**src/rtl/countdown_display_pkg.sv**
```systemverilog
// Shared types and constants for the countdown display: segment table and alarm states.
package countdown_display_pkg;

  // Active-low segment patterns, bit order g..a.
  localparam logic [6:0] SEG_BLANK = 7'h7F;
  localparam logic [6:0] SEG_LUT [10] = '{
    7'h40, 7'h79, 7'h24, 7'h30, 7'h19,
    7'h12, 7'h02, 7'h78, 7'h00, 7'h10
  };

  typedef enum logic {IDLE, RING} alarm_state_t;

endpackage

```
**src/rtl/countdown_display_if.sv**
```systemverilog
// Bundle between the countdown source and the multiplexed display driver.
interface countdown_display_if;
  import countdown_display_pkg::*;

  logic       cnt_en;
  logic       load;
  logic [7:0] xq;
  logic [7:0] xh;
  logic [3:0] an;
  logic [7:0] seg;
  logic       alarm;

  modport master (output cnt_en, load, xq, xh, input an, seg, alarm);
  modport slave  (input cnt_en, load, xq, xh, output an, seg, alarm);

endinterface

```
**src/rtl/countdown_display_seg7_decode.sv**
```systemverilog
// BCD digit to active-low 7-segment pattern; non-decimal codes blank the digit.
module seg7_decode
  import countdown_display_pkg::*;
(
  input  logic [3:0] bcd,
  output logic [6:0] seg
);

  always_comb begin
    seg = SEG_BLANK;
    if (bcd <= 4'd9) seg = SEG_LUT[bcd];
  end

endmodule

```
**src/rtl/countdown_display.sv**
```systemverilog
// Four-digit MM:SS multiplexed display driver with blinking colon and a
// timed alarm that fires when the countdown reaches 00:00.
//
// state | meaning
// IDLE  | no alarm; waiting for a rising edge of the zero flag while running
// RING  | alarm active; counts down half-second phases, display blinks
module countdown_display
  import countdown_display_pkg::*;
#(
  parameter int SCAN_DIV     = 50000,
  parameter int HALF_DIV     = 25000000,
  parameter int ALARM_HALVES = 10
) (
  input  logic               clk,
  input  logic               rst_n,
  countdown_display_if.slave bus
);

  localparam int SCAN_W = $clog2(SCAN_DIV);
  localparam int HALF_W = $clog2(HALF_DIV);
  localparam int REM_W  = $clog2(ALARM_HALVES + 1);
  localparam logic [SCAN_W-1:0] SCAN_LAST = SCAN_W'(SCAN_DIV - 1);
  localparam logic [HALF_W-1:0] HALF_LAST = HALF_W'(HALF_DIV - 1);
  localparam logic [REM_W-1:0]  REM_INIT  = REM_W'(ALARM_HALVES);

  logic [SCAN_W-1:0] scan_cnt;
  logic [HALF_W-1:0] half_cnt;
  logic [1:0]        digit_idx;
  logic              phase;
  logic              scan_tick;
  logic              half_tick;
  logic              zero;
  logic              zero_d;
  alarm_state_t      state;
  alarm_state_t      state_next;
  logic [REM_W-1:0]  remaining;
  logic [REM_W-1:0]  remaining_next;
  logic [3:0]        digit;
  logic [6:0]        seg_raw;
  logic              dp_lit;
  logic [3:0]        an_next;

  assign scan_tick = (scan_cnt == SCAN_LAST);
  assign half_tick = (half_cnt == HALF_LAST);
  assign zero      = (bus.xq == 8'h00) && (bus.xh == 8'h00);

  always_ff @(posedge clk) begin
    if (rst_n) begin
      scan_cnt  <= '0;
      digit_idx <= '0;
      half_cnt  <= '0;
      phase     <= 1'b0;
    end else begin
      scan_cnt <= scan_tick ? '0 : scan_cnt + SCAN_W'(1);
      half_cnt <= half_tick ? '0 : half_cnt + HALF_W'(1);
      if (scan_tick) digit_idx <= digit_idx + 2'd1;
      if (half_tick) phase <= ~phase;
    end
  end

  always_ff @(posedge clk) begin
    if (rst_n) begin
      state     <= IDLE;
      remaining <= '0;
      zero_d    <= 1'b1;
    end else begin
      state     <= state_next;
      remaining <= remaining_next;
      zero_d    <= zero;
    end
  end

  // A load in the same cycle as the zero edge suppresses the trigger.
  always_comb begin
    state_next     = state;
    remaining_next = remaining;
    case (state)
      IDLE: begin
        if (zero && !zero_d && bus.cnt_en && !bus.load) begin
          state_next     = RING;
          remaining_next = REM_INIT;
        end
      end
      RING: begin
        if (bus.load) begin
          state_next     = IDLE;
          remaining_next = '0;
        end else if (half_tick) begin
          if (remaining <= REM_W'(1)) begin
            state_next     = IDLE;
            remaining_next = '0;
          end else begin
            remaining_next = remaining - REM_W'(1);
          end
        end
      end
      default: begin
        state_next     = IDLE;
        remaining_next = '0;
      end
    endcase
  end

  always_comb begin
    digit = bus.xh[3:0];
    case (digit_idx)
      2'd3:    digit = bus.xq[7:4];
      2'd2:    digit = bus.xq[3:0];
      2'd1:    digit = bus.xh[7:4];
      default: digit = bus.xh[3:0];
    endcase
  end

  seg7_decode u_seg7 (
    .bcd (digit),
    .seg (seg_raw)
  );

  assign dp_lit = (digit_idx == 2'd2) && (phase || !bus.cnt_en);

  // Scan keeps running while the alarm blanks the enables.
  always_comb begin
    an_next = 4'hF;
    if (!((state == RING) && !phase)) an_next[digit_idx] = 1'b0;
  end

  always_ff @(posedge clk) begin
    if (rst_n) begin
      bus.an  <= 4'hF;
      bus.seg <= 8'hFF;
    end else begin
      bus.an  <= an_next;
      bus.seg <= {~dp_lit, seg_raw};
    end
  end

  assign bus.alarm = (state == RING);

endmodule

```
**src/flat_wrapper.sv**
```systemverilog
// flat-port wrapper written by rule: the top's interface ports become plain ports
module countdown_display_flat import countdown_display_pkg::*;
#(
  parameter int SCAN_DIV     = 50000,
  parameter int HALF_DIV     = 25000000,
  parameter int ALARM_HALVES = 10
)
  (clk, rst_n, bus_cnt_en, bus_load, bus_xq, bus_xh, bus_an, bus_seg, bus_alarm);
  countdown_display_if bus_i ();
  input  logic clk;
  input  logic rst_n;
  input wire logic [$bits(bus_i.cnt_en)-1:0] bus_cnt_en;
  input wire logic [$bits(bus_i.load)-1:0] bus_load;
  input wire logic [$bits(bus_i.xq)-1:0] bus_xq;
  input wire logic [$bits(bus_i.xh)-1:0] bus_xh;
  output wire logic [$bits(bus_i.an)-1:0] bus_an;
  output wire logic [$bits(bus_i.seg)-1:0] bus_seg;
  output wire logic [$bits(bus_i.alarm)-1:0] bus_alarm;
  assign bus_i.cnt_en = bus_cnt_en;
  assign bus_i.load = bus_load;
  assign bus_i.xq = bus_xq;
  assign bus_i.xh = bus_xh;
  assign bus_an = bus_i.an;
  assign bus_seg = bus_i.seg;
  assign bus_alarm = bus_i.alarm;
  countdown_display #(.SCAN_DIV(SCAN_DIV), .HALF_DIV(HALF_DIV), .ALARM_HALVES(ALARM_HALVES)) u_core (.clk(clk), .rst_n(rst_n), .bus(bus_i));
endmodule
```
**config.mk**
```make
export PLATFORM = sky130hd
export DESIGN_NAME = countdown_display_flat
export DESIGN_NICKNAME = d
export VERILOG_FILES = /design/src/rtl/countdown_display_pkg.sv /design/src/rtl/countdown_display_if.sv /design/src/rtl/countdown_display_seg7_decode.sv /design/src/rtl/countdown_display.sv /design/src/flat_wrapper.sv
export SDC_FILE = /design/constraint.sdc
export NUM_CORES = 1
export LEC_CHECK = 0
export CAP_MARGIN = 20
export CELL_PAD_IN_SITES_DETAIL_PLACEMENT = 1
export CELL_PAD_IN_SITES_GLOBAL_PLACEMENT = 1
export CORE_ASPECT_RATIO = 0.6
export CORE_MARGIN = 2
export CORE_UTILIZATION = 40
export CTS_CLUSTER_DIAMETER = 30
export DETAILED_ROUTE_END_ITERATION = 6
export GPL_TIMING_DRIVEN = 0
export PLACE_DENSITY = 0.77
export SYNTH_ARGS = -nofsm -noshare
export SYNTH_HDL_FRONTEND = slang
export SYNTH_HIERARCHICAL = 1
export SYNTH_SLANG_ARGS = --single-unit
```
**constraint.sdc**
```tcl
create_clock -name clk -period 2.8 [get_ports clk]
set_input_delay 0.56 -clock clk [delete_from_list [all_inputs] [get_ports clk]]
set_output_delay 0.56 -clock clk [all_outputs]
set_load 0.02 [all_outputs]
```
# ---- Word-level counts from Yosys, hierarchy flattened
# Memories as Yosys holds them, arrays and structs flattened. A register that Yosys moved wholly into a read port is not among the register bits.
# Cells that the tools add are included.
dict set report totals {
  reg_bits 55
  romBits 112
  in_bits 20
  out_inout_bits 13
  wordCells 63
  n_memories 1
}
dict set report op_classes {
  add_sub_neg 4
  n_lt_le_gt_ge 4
  n_eq_ne 7
  n_mux 13
  bitwise_logic 6
  n_reduce_logical 19
}
# memory depth width rd rd_clocked_by_memory_dff wr line
set memory_table {}
lappend memory_table {{(no name shown)} 16 7 1 1 0 countdown_display_seg7_decode.sv:11} ;# if (bcd <= 4'd9) seg = SEG_LUT[bcd];
# cell n
set op_table {}
lappend op_table {{adder 25 x 1 -> 25 bit (second input constant)} 1}
lappend op_table {{== test 25 bit (second input constant)} 1}
lappend op_table {{adder 16 x 1 -> 16 bit (second input constant)} 1}
lappend op_table {{== test 16 bit (second input constant)} 1}
lappend op_table {{zero test 8 bit} 2}
lappend op_table {{2-to-1 mux 4 bit} 4}
lappend op_table {{case mux 4 bit (3 select lines)} 1}
lappend op_table {{case mux 4 bit (2 select lines)} 1}
lappend op_table {{OR reduction 2 bit} 4}
lappend op_table {{logical AND 1 bit} 7}
lappend op_table {{2-to-1 mux 1 bit} 5}
lappend op_table {{NOT 4 -> 5 bit} 1}
lappend op_table {{== test 2 bit (second input constant)} 2}
lappend op_table {{<= comparator 4 x 1 -> 1 bit (second input constant)} 1}
lappend op_table {{<= comparator 4 bit (second input constant)} 1}
lappend op_table {{zero test 1 bit} 4}
lappend op_table {{NOT 1 bit} 4}
lappend op_table {{NOT 4 bit} 1}
lappend op_table {{subtractor 4 x 1 -> 4 bit (second input constant)} 1}
lappend op_table {{< comparator 2 x 3 -> 1 bit (second input constant)} 1}
lappend op_table {{inequality test 3 x 2 -> 1 bit (second input constant)} 1}
lappend op_table {{adder 2 x 1 -> 2 bit (second input constant)} 1}
lappend op_table {{demux 1 bit (select 2 bit)} 1}
lappend op_table {{== test 2 x 1 -> 1 bit (second input constant)} 1}
lappend op_table {{5 further kinds} 5}

# ---- Longest topological paths before layout
# Gate-level depths: netlist (run 1).
dict set report depth {
  ltp_word 7
  depth_mapped 10
  depth_no_buf 10
}

# ---- By module
# Netlist (run 1), hierarchy kept.
# module instances cells_each area_per_inst_um2
set by_module_without_submodules {}
lappend by_module_without_submodules {countdown_display 1 321 2802.7}
lappend by_module_without_submodules {seg7_decode 1 30 206.4}

# ---- Worst setup path before layout (run 1)
# No wires, ideal clock.
dict set report synth_path {
  path_kind {reg-to-reg}
  from {reg u_core.digit_idx[1]}
  to {reg u_core.bus.seg[3]}
  setup_time_ns 0.123
  arrival_time_ns 2.017
  required_time_ns 2.677
  slack_ns 0.659
  path_stages_with_launch 11
  path_cell_list {dfxtp_1 > inv_1 > ha_1 > a222oi_1 > mux2i_1 > inv_1 > ha_1 > o21bai_1 > a22oi_2 > o21ai_1 > or2_2}
}
dict set report synth_via {
  elab_chain_cells 5
  elab_cells_between_ends 8
  cone_classes {order compare (1); eq/ne (3); mux (1); bitwise (2); reduce/logical (1)}
}
# element line
set synth_lines {}
lappend synth_lines {{from (decl)} countdown_display.sv:28} ;# logic [1:0] digit_idx;
lappend synth_lines {{from (signal assigned)} countdown_display.sv:56} ;# if (scan_tick) digit_idx <= digit_idx + 2'd1;
lappend synth_lines {{== test 2 x 1 -> 1 bit or == test 2 bit (tied branches)} countdown_display.sv:106} ;# case (digit_idx)
lappend synth_lines {{case mux 4 bit (3 select lines) *} countdown_display.sv:106}
lappend synth_lines {{via u_core.digit[1]} countdown_display.sv:38} ;# logic [3:0] digit;
lappend synth_lines {{<= comparator 4 bit} countdown_display_seg7_decode.sv:11}
lappend synth_lines {{NOT 1 bit (no source line)} -}
lappend synth_lines {{OR reduction 2 bit (no source line)} -}
lappend synth_lines {{to (decl)} countdown_display_if.sv:14} ;# modport slave (input cnt_en, load, xq, xh, output an, seg, alarm);
# Mark *: on every way through the listed nets, which the timed path passes. The rest lies on a longest branch.
# A chain may end at the register's enable or synchronous reset.

# ---- Final worst setup path (run 1)
dict set report layout_path {
  from {reg u_core.digit_idx[1]}
  to {reg u_core.bus.seg[4]}
}
# The elaborated chain is that of the path after synthesis.

==> results of run 1 <==
==> synth_stat cells, types with 2 or more instances <==
cell type,n
a21oi_1,9
a222oi_1,4
and4_1,3
buf_6,2
buf_8,2
clkbuf_1,4
dfxtp_1,62
ha_1,14
inv_1,24
mux2i_1,6
nand2_1,22
nand2b_1,4
nand3_1,15
nand4_1,9
nor2_1,66
nor3_1,10
nor4_1,12
o21ai_0,4
o21bai_1,2
o22ai_1,3
or2_2,9
or4_1,4
or4b_1,2
xnor2_1,31
xor2_1,8
==> per-stage QoR <==
stage | std cells | hold slack [ns]
3_3_place_gp | 487 | 0.4456
5_1_grt | 503 | 0.5162
3_5_place_dp | 487 | 0.4645
6_report | 503 | 0.4743
2_1_floorplan | 351 | 0.4261
4_1_cts | 503 | 0.4753
==> logic make-up after synthesis <==
| logic type | after synthesis |
|---|---|
| DFF | 62 |
| xor gates and xnor gates | 39 |
| adders and majority gates | 14 |
| buffers and inverters | 36 |
| muxes | 6 |
| AOI/OAI and AO/OA | 30 |
| and+or+nand+nor | 164 |
==> flip-flops by register name (all words and copies together), names as in the netlist <==
register and flops:
u_core/remaining 4, u_core/half_cnt 25, u_core/bus.an 4, u_core/zero_d 1
u_core/scan_cnt 16, u_core/digit_idx 2, u_core/bus.seg 8, u_core/phase 1
u_core/bus.alarm 1
==> where the power goes <==
group	internal [W]	total (W)	switching, W
Sequential	0.000899	0.000910	0.0000104
Clock	0.000618	0.00100	0.000385
Combinational	0.0000719	0.000141	0.0000691
Total	0.00159	0.00205	0.000464
==> worst register-to-register path: stages, from the launching register on <==
cell and delay [ns]:
dfxtp_1 0.39, inv_1 0.11, ha_1 0.27, a222oi_1 0.41
mux2i_1 0.28, inv_1 0.21, ha_1 0.22, nor2_1 0.05
nor2_1 0.24, a2bb2oi_1 0.11, or2_2 0.29
==> path summary, 6_finish.rpt <==
path / end / slack [ns] / depth (start not counted) / start
max: u_core/bus.seg[4] / 0.12 / 10 / u_core/digit_idx[1]
min: u_core/half_cnt[0] / 0.47 / 1 / u_core/half_cnt[0]
max reg2reg: u_core/bus.seg[4] / 0.12 / 10 / u_core/digit_idx[1]
min reg2reg: u_core/half_cnt[0] / 0.47 / 1 / u_core/half_cnt[0]
==> metal layers <==
| metal | global-route usage (%) | vias up |
|---|---|---|
| li1 | - | 1268 |
| met1 | 28.65 | 1178 |
| met2 | 27.49 | 35 |
| met3 | 7.712 | 4 |
| met4 | 4.762 | 0 |
| met5 | 0 | - |
==> area by class of cell <==
| type | instances | area share, % |
|---|---|---|
| multi-input cells | 253 | 42.62 |
| flip-flops and latches | 62 | 33.29 |
| repair buffers | 32 | 8.591 |
| clock buffers | 12 | 6.611 |
| well taps | 104 | 3.490 |
| inverters | 24 | 2.416 |
| plain buffers | 12 | 2.383 |
| clock inverters | 4 | 0.6040 |
==> qor.csv, run 1 <==
metric,value,unit
status,finished clean,
dpl ws,-0.03514,ns
Multi-input gate area,1589,um^2
Least-Margin Pin Slew,0.5327,ns
grt ovf,0,
"most common cell after layout, fill and taps aside",nor2_1,
Critical Path Sink Type,flip-flop,
fin nets,428,
"Data required, critical path",3.01,ns
VDD IR max,0.2721,mV
Worst Setup Path Type,reg2reg,
HPWL Detailed,5.649,mm
Post-CTS Setup Bufs,0,
row count,24,
CTS Buf Count,9,
critical path startpoint category,flip-flop,
setup TNS,0,ns
first-pass GRT wire length,12.45,mm
utilization after layout,51.31,%
hold violation count in the final report,0,
Synth Area in Adders,5.821,%
vias in the first global route,2543,
ys async rst share,0,%
achievable clock frequency,0.3726,GHz
"critical path fanouts, max",5,
final setup violating endpoints,0,
share of layout cells above drive strength 1,8.020,%
simple-gate share of the synthesized area,26.69,%
Post-synth EDFFs,0,
core area,7267,um^2
DR top layer,met4,
most frequent cells in the layout,"66 x nor2_1, 62 x dfxtp_1, 32 x clkdlybuf4s50_1",
Initial DRC Count,131,
xor-xnor portion of the synthesized cell area,11.35,%
Yosys cell types,45,
full die area,8256,um^2
DR WL/cell,14.51,um
First-pass DRT Iterations,4,
final worst-path cycle share,95.86,%
# diodes,0,
Longest Clk Path Bufs,2,
Syn Nets,385,
met3 routed WL,269,um
arrival time worst endpoint,2.90,ns
"Seq/Total Area, Yosys",41.25,%
CTS root buffer,clkbuf_16,
die height,71.19,um
cell count after synthesis,351,
WL met2,2.980,mm
max_cap viols,0,
hold_buf cts,0,
Vias/cell,4.940,
antenna-violating nets left,0,
Resized Gates After CTS,0,
# H-tree levels,3,
Synth area leaders,"dfxtp_1 41%, xnor2_1 9.0%, nor2_1 8.2%",
post-layout total power,0.002054,W
P per Cell Area,550.8,nW/um^2
Synth Area in Compound Gates,6.944,%
top-area cell type share of the netlist area,41.25,%
initial antenna violation count,0,
final instance area,3729,um^2
Fillers,888,
Max-slew headroom,64.16,%
worst path buffer plus inverter count,2,
slowest CP cell,a222oi_1,
Ports,33,
Mapped Area,3009,um^2
# clock sinks,62,
post-synthesis mux area share,1.996,%
clock latency at the later pin of the worst-skew pair,0.33,ns
DR DRC count,0,
largest family of logic cells by synthesized area,simple AND/OR/NAND/NOR gates,
Initial Utilization,41.41,%
largest net degree at the start of global routing,11,
Total Routing Usage GR,19.76,%
clock transition at the registers of the reported paths,0.05,ns
Syn Area/Cell,8.573,um^2
Slew Limit Fails,0,
Ys Warns,6,
Area Growth Syn to Fin,23.91,%
IO buf count,32,
Top delay family on crit path,simple AND/OR/NAND/NOR gates,
placed instance area,3460,um^2
min Tclk post-route,2.684,ns
routed wire length,7.297,mm
Synth area leader,dfxtp_1,
GPL Wtd Cong,0.8225,
Vias,2485,
clk_skew,0.006131,ns
crit-path max cell delay,0.41,ns
Worst Hold Class,reg2reg,
"Top FF cell, synth",dfxtp_1,
P_leak,1.341,nW
TritonCTS clock tree,yes,
FF/Latch Area,1241,um^2
die span in x,116.0,um
Synth Register Bits,62,
RSZ-0062 raised after global routing,no,
final worst slack,0.1159,ns
crit path cell chain,inv_1 > ha_1 > a222oi_1 > mux2i_1 > inv_1 > ha_1 > nor2_1 > nor2_1 > a2bb2oi_1 > or2_2,
wl on met1,3.997,mm
No activity file was read; power rests on OpenSTA's default activity.
==> inputs of run 2 (changes only) <==
- CELL_PAD_IN_SITES_DETAIL_PLACEMENT: 1 -> not set
- CELL_PAD_IN_SITES_GLOBAL_PLACEMENT: 1 -> not set
- PLACE_DENSITY: 0.77 -> 0.62
==> run 2 against run 1 <==
Compared with the run above:
- clock skew hardly changed
- utilization rose by 0.91 points
- design area increased by 1.8%
- die area is the same
- total power increased by 11%
- non-clock buffer count did not move
- count of clock-buffer cells in the layout is 1 higher
- sequential share of layout area fell by 0.58 points
- worst hold slack lost 0.010 ns
- setup slack improved by 0.24 ns
- combinational power is essentially flat
- largest power group unchanged
- first-iteration DRC count grew 0.76%
==> qor.csv, run 2 (synthesis results as in run 1) <==
metric,value,unit
Max-slew headroom,58.61,%
Vias,2444,
worst hold endpoint,u_core/scan_cnt[0],
First-pass DRT Iterations,4,
Top delay family on crit path,compound AO/OA/AOI/OAI gates,
clock latency at the later pin of the worst-skew pair,0.33,ns
final worst slack,0.3568,ns
# H-tree levels,3,
hold_buf cts,0,
Critical Path Sink Type,flip-flop,
vias in the first global route,2242,
most frequent cells in the layout,"66 x nor2_1, 62 x dfxtp_1, 32 x clkdlybuf4s50_1",
"most common cell after layout, fill and taps aside",nor2_1,
Slew Limit Fails,0,
CTS root buffer,clkbuf_16,
max_cap viols,0,
fin nets,428,
achievable clock frequency,0.4093,GHz
VDD IR max,0.3105,mV
register with the most flip-flops,u_core/half_cnt,
antenna-violating nets left,0,
core area,7267,um^2
clk_skew,0.005749,ns
FF-to-FF End,u_core/bus.seg[3],
critical path startpoint category,flip-flop,
slowest CP cell,dfxtp_1,
hold violation count in the final report,0,
Placed Cells,487,
worst hold start,u_core/scan_cnt[0],
Area Growth Syn to Fin,26.11,%
Ports,33,
IO buf count,32,
routed wire length,6.201,mm
final hold slack,0.4643,ns
grt ovf,0,
crit-path max cell delay,0.37,ns
GPL Wtd Cong,0.8264,
Reg2Reg Launch Point,u_core/digit_idx[1],
RSZ-0062 raised after global routing,no,
arrival time worst endpoint,2.66,ns
Worst Setup Path Type,reg2reg,
row count,24,
P_leak,1.375,nW
# diodes,0,
dpl ws,0.08251,ns
Total Routing Usage GR,16.47,%
first-pass GRT wire length,10.49,mm
setup TNS,0,ns
"Data required, critical path",3.01,ns
"critical path fanouts, max",5,
DR WL/cell,12.33,um
Vias/cell,4.859,
full die area,8256,um^2
die span in x,116.0,um
CTS Buf Count,9,
cell count of the worst hold path,1,
Resized Gates After CTS,0,
HPWL Detailed,4.532,mm
Largest register FFs,25,
clock transition at the registers of the reported paths,0.05,ns
crit path cell chain,inv_1 > ha_1 > a222oi_1 > mux2i_1 > inv_1 > ha_1 > o21bai_1 > a22oi_2 > o21ai_1 > or2_2,
Least-Margin Pin Slew,0.6151,ns
# clock sinks,62,
final setup violating endpoints,0,
Worst Reg-to-Reg Cells,10,
largest net degree at the start of global routing,11,
status,finished clean,
TritonCTS clock tree,yes,
die height,71.19,um
Reg2Reg Setup Slack,0.36,ns
Initial DRC Count,132,
Worst Hold Class,reg2reg,
P per Cell Area,598.8,nW/um^2
share of layout cells above drive strength 1,8.271,%
min Tclk post-route,2.443,ns
Longest Clk Path Bufs,2,
top flop regs,"u_core/half_cnt: 25 flops, u_core/scan_cnt: 16 flops, u_core/bus.seg: 8 flops",
Post-CTS Setup Bufs,0,
worst path buffer plus inverter count,2,
"Cell Count, Final, Fillers Out",503,
DR DRC count,0,
Initial Utilization,41.41,%
final worst-path cycle share,87.26,%
initial antenna violation count,0,
run 2: worst max path at each step:
stage	startpoint	to	cells past startpoint	slack, ns
after floorplan	u_core/digit_idx[1]	u_core/bus.seg[3]	10	0.66
after global placement	bus_xq[4]	u_core/bus.seg[6]	9	0.11
after detailed placement	bus_xq[4]	u_core/bus.seg[3]	9	0.08
after CTS	u_core/digit_idx[1]	u_core/bus.seg[3]	10	0.35
after global routing	u_core/digit_idx[0]	u_core/bus.seg[1]	9	0.11
final	u_core/digit_idx[1]	u_core/bus.seg[3]	10	0.36
run 2: metrics by stage:
step	utilization, %	instance area [um^2]	power (W)
after CTS	52.22	3795	0.002309
after detailed placement	47.61	3460	0.001066
after floorplan	-	3009	0.001002
final	52.22	3795	0.002272
after global placement	47.61	3460	0.001064
after global routing	52.22	3795	0.002352
run 2: power breakdown:
part | total (W) | switching, W | internal [W]
Sequential | 0.000910 | 0.00000980 | 0.000900
Combinational | 0.000139 | 0.0000671 | 0.0000719
Clock | 0.00122 | 0.000374 | 0.000849
run 2: cell type report:
cell class | count | area, um^2
sequential | 62 | 1241
tap | 104 | 130.1
buffer | 12 | 88.84
fill | 670 | 3472
clock inverter | 3 | 65.06
multi-input combinational | 253 | 1589
clock buffer | 13 | 270.3
timing repair buffer | 32 | 320.3
inverter | 24 | 90.09
run 2: per-layer routing:
layer / vias to the layer above / GRT usage (%) / wire (um)
li1: 1276 / - / -
met2: 49 / 22.35 / 2517
met1: 1107 / 23.32 / 3233
met3: 12 / 6.427 / 354
met5: - / 0 / 0
met4: 0 / 6.481 / 95
run 2: worst reg2reg max path, delay by kind of cell (launching register included):
kind,cells,cell delay (ns)
mux,1,0.18
simple gates,1,0.27
buf+inv,2,0.25
compound gates,4,0.76
fa+ha+maj,2,0.50
flops,1,0.37
==> edit, RTL diff (settings of run 1) <==
Make the reset (`rst_n`) asynchronous in 3 clocked blocks.
--- a/src/rtl/countdown_display.sv
+++ b/src/rtl/countdown_display.sv
@@ -45,5 +45,5 @@
   assign zero      = (bus.xq == 8'h00) && (bus.xh == 8'h00);
 
-  always_ff @(posedge clk) begin
+  always_ff @(posedge clk or posedge rst_n) begin
     if (rst_n) begin
       scan_cnt  <= '0;
@@ -59,5 +59,5 @@
   end
 
-  always_ff @(posedge clk) begin
+  always_ff @(posedge clk or posedge rst_n) begin
     if (rst_n) begin
       state     <= IDLE;
@@ -125,5 +125,5 @@
   end
 
-  always_ff @(posedge clk) begin
+  always_ff @(posedge clk or posedge rst_n) begin
     if (rst_n) begin
       bus.an  <= 4'hF;
Check against the original RTL: differs if rst_n is asserted again (counterexample within 4 cycles, from zero or initial values and one cycle with rst_n high); with rst_n held inactive, the same outputs for 10 cycles.
==> edit against run 1 <==
- clock power rose by 4%
- worst setup slack gained 0.40 ns
- highest routed layer unchanged
- fmax rose by 18%
- sequential cell count did not move
- hold slack improved by 0.017 ns
- final area is 6.3% higher
- area after synthesis increased by 6.6%
- power grew 1.4%
- first-iteration DRC count grew 4.6%
- synthesized cell count shrank 13%
- non-clock buffer count down 5
- wire length is 3.3% higher
==> edit: results (changes against run 1) <==
Critical path
  • Max FO, Critical Path: 6 (+1)
  • CP max-delay cell: dfrtp_1
  • R2r startpoint: u_core/digit_idx[0]$_DFFE_PP0N_
  • Crit start category: register
  • CP max stage delay: 0.40 ns
  • CP delay by family, top: adder cells
  • WP data arrival: 2.54 ns (-0.36 ns)

Placement
  • PortBufs: 32 (unchanged)
  • Placed insts: 447 (-8.2%)
  • Post-Place Setup Slack: 0.240 ns (+0.275 ns)
  • Dpl cell area: 3680 um^2 (+6.4%)
  • Final RePlAce weighted congestion: 0.849 (+3.2%)
  • Post-DP HPWL: 5490 um (-2.8%)

Synth
  • Post-synth top cells: 49 x dfrtp_1, 39 x nor2_1, 21 x nand2_1, 20 x nand3_1
  • Most used DFF post-synth: dfrtp_1
  • Mapped Nets: 340 (-12%)
  • Post-synthesis mux area share: 1.91% (-0.084 points)
  • Cell variety after synth: 50 (+11%)
  • Synth top area cells: dfrtp_1 38%, dfstp_2 11%, ha_1 5.5%
  • Register area share after synthesis: 48.9% (+7.6 points)
  • XOR/XNOR Fraction of Synth Area: 9.83% (-1.5 points)
  • Async S/R FF share, synth: 100% (+100 points)
  • Area fraction in compound gates after synthesis: 6.48% (-0.47 points)
  • Syn_area_per_cell: 10.5 um^2 (+22%)
  • Synthesis warning total: 6 (unchanged)
  • Adder-cell share of the synthesized area: 5.46% (-0.36 points)

STA
  • Slew @ Worst Pin: 0.609 ns (+0.0759 ns)
  • Final setup skew: 0.00554 ns (-0.000595 ns)

Global routing
  • Gr usage total: 19.3% (-0.41 points)
  • Initial antenna violation count: 0 (unchanged)
  • Largest net degree at the start of global routing: 44 (+33)
  • Number of global-route vias before repair: 2594 (+2.0%)
  • Global-route wire length before repair: 13000 um (+4.5%)

Power and ir drop
  • Clk network pwr share: 50.1% (+1.3 points)
  • Leak pwr: 0.00175 uW (+30%)
  • Combinational Power: 122 uW (-13%)
  • Maximum vdd drop: 0.000299 V (+9.9%)
  • Sw Pwr: 440 uW (-5.4%)
  • Combinational fraction of design power: 5.9% (-1.0 points)

Run status
  • Status: finished clean

Detailed routing
  • Avg WL per Cell: 16.3 um (+12%)
  • Vias per cell: 5.22 (+5.7%)
  • Pre-antenna DRT Iters: 4 (unchanged)
  • Iter 0 DRT Violations: 137 (+4.6%)

Cells and area
  • Fin nets: 384 (-10%)
  • Share of layout cells above drive strength 1: 13.2% (+5.2 points)
  • Ant diodes: 0 (unchanged)
  • Final Non-Filler Cells: 463 (-8.0%)
  • Top Registers: u_core/half_cnt (25), u_core/scan_cnt (16), u_core/bus.seg (8)

Clock network
  • CTS max path bufs: 2 (unchanged)
  • Worst skew pair latency: 0.33 ns (about the same)
  • CTS root buffer: clkbuf_16
  • H-tree levels: 3 (unchanged)

Worst hold path
  • Hold Startpoint: u_core/phase$_DFFE_PP0N_
edit: cell types whose count changed after synthesis, moves of 10 or more:
| cell | before | now |
|---|---|---|
| dfxtp_1 | 62 | 0 |
| dfrtp_1 | 0 | 49 |
| nor2_1 | 66 | 39 |
| dfstp_2 | 0 | 13 |
| xnor2_1 | 31 | 18 |
| xor2_1 | 8 | 18 |
edit: layer usage:
metal | vias up | wire length (um) | share of wire (%) | global-route usage [%]
met1 | 1218 | 3710 | 49 | 26.0
li1 | 1152 | - | - | -
met4 | 0 | 51 | 0.68 | 4.31
met2 | 43 | 3430 | 45 | 30.1
met5 | - | 0 | 0 | 0
met3 | 5 | 349 | 4.6 | 7.22
edit: path summary, 6_finish.rpt:
path / endpoint / slack (ns) / depth (start not counted)
max: u_core/bus.seg[3]$_DFF_PP1_ / 0.52 / 9
min: u_core/bus.seg[7]$_DFF_PP1_ / 0.49 / 1
max reg2reg: u_core/bus.seg[3]$_DFF_PP1_ / 0.52 / 9
min reg2reg: u_core/bus.seg[7]$_DFF_PP1_ / 0.49 / 1
max in group asynchronous: u_core/bus.seg[3]$_DFF_PP1_ / 1.62 / 3
min in group asynchronous: u_core/scan_cnt[14]$_DFF_PP0_ / 0.56 / 2
edit: area by class of cell:
cell class / count / area (um^2)
plain buffers: 6 / 40.0
clock buffers: 15 / 278
repair buffers: 33 / 340
multi-input cells: 221 / 1540
fillers: 861 / 3850
flip-flops and latches: 62 / 1570
clock inverters: 1 / 5.00
inverters: 17 / 63.8
well taps: 108 / 135
edit: stage by stage:
step,TNS (ns),hold slack [ns]
after floorplan,0,0.436
after global placement,-20.82,0.470
after detailed placement,0,0.482
after CTS,0,0.487
after global routing,0,0.520
final,0,0.491
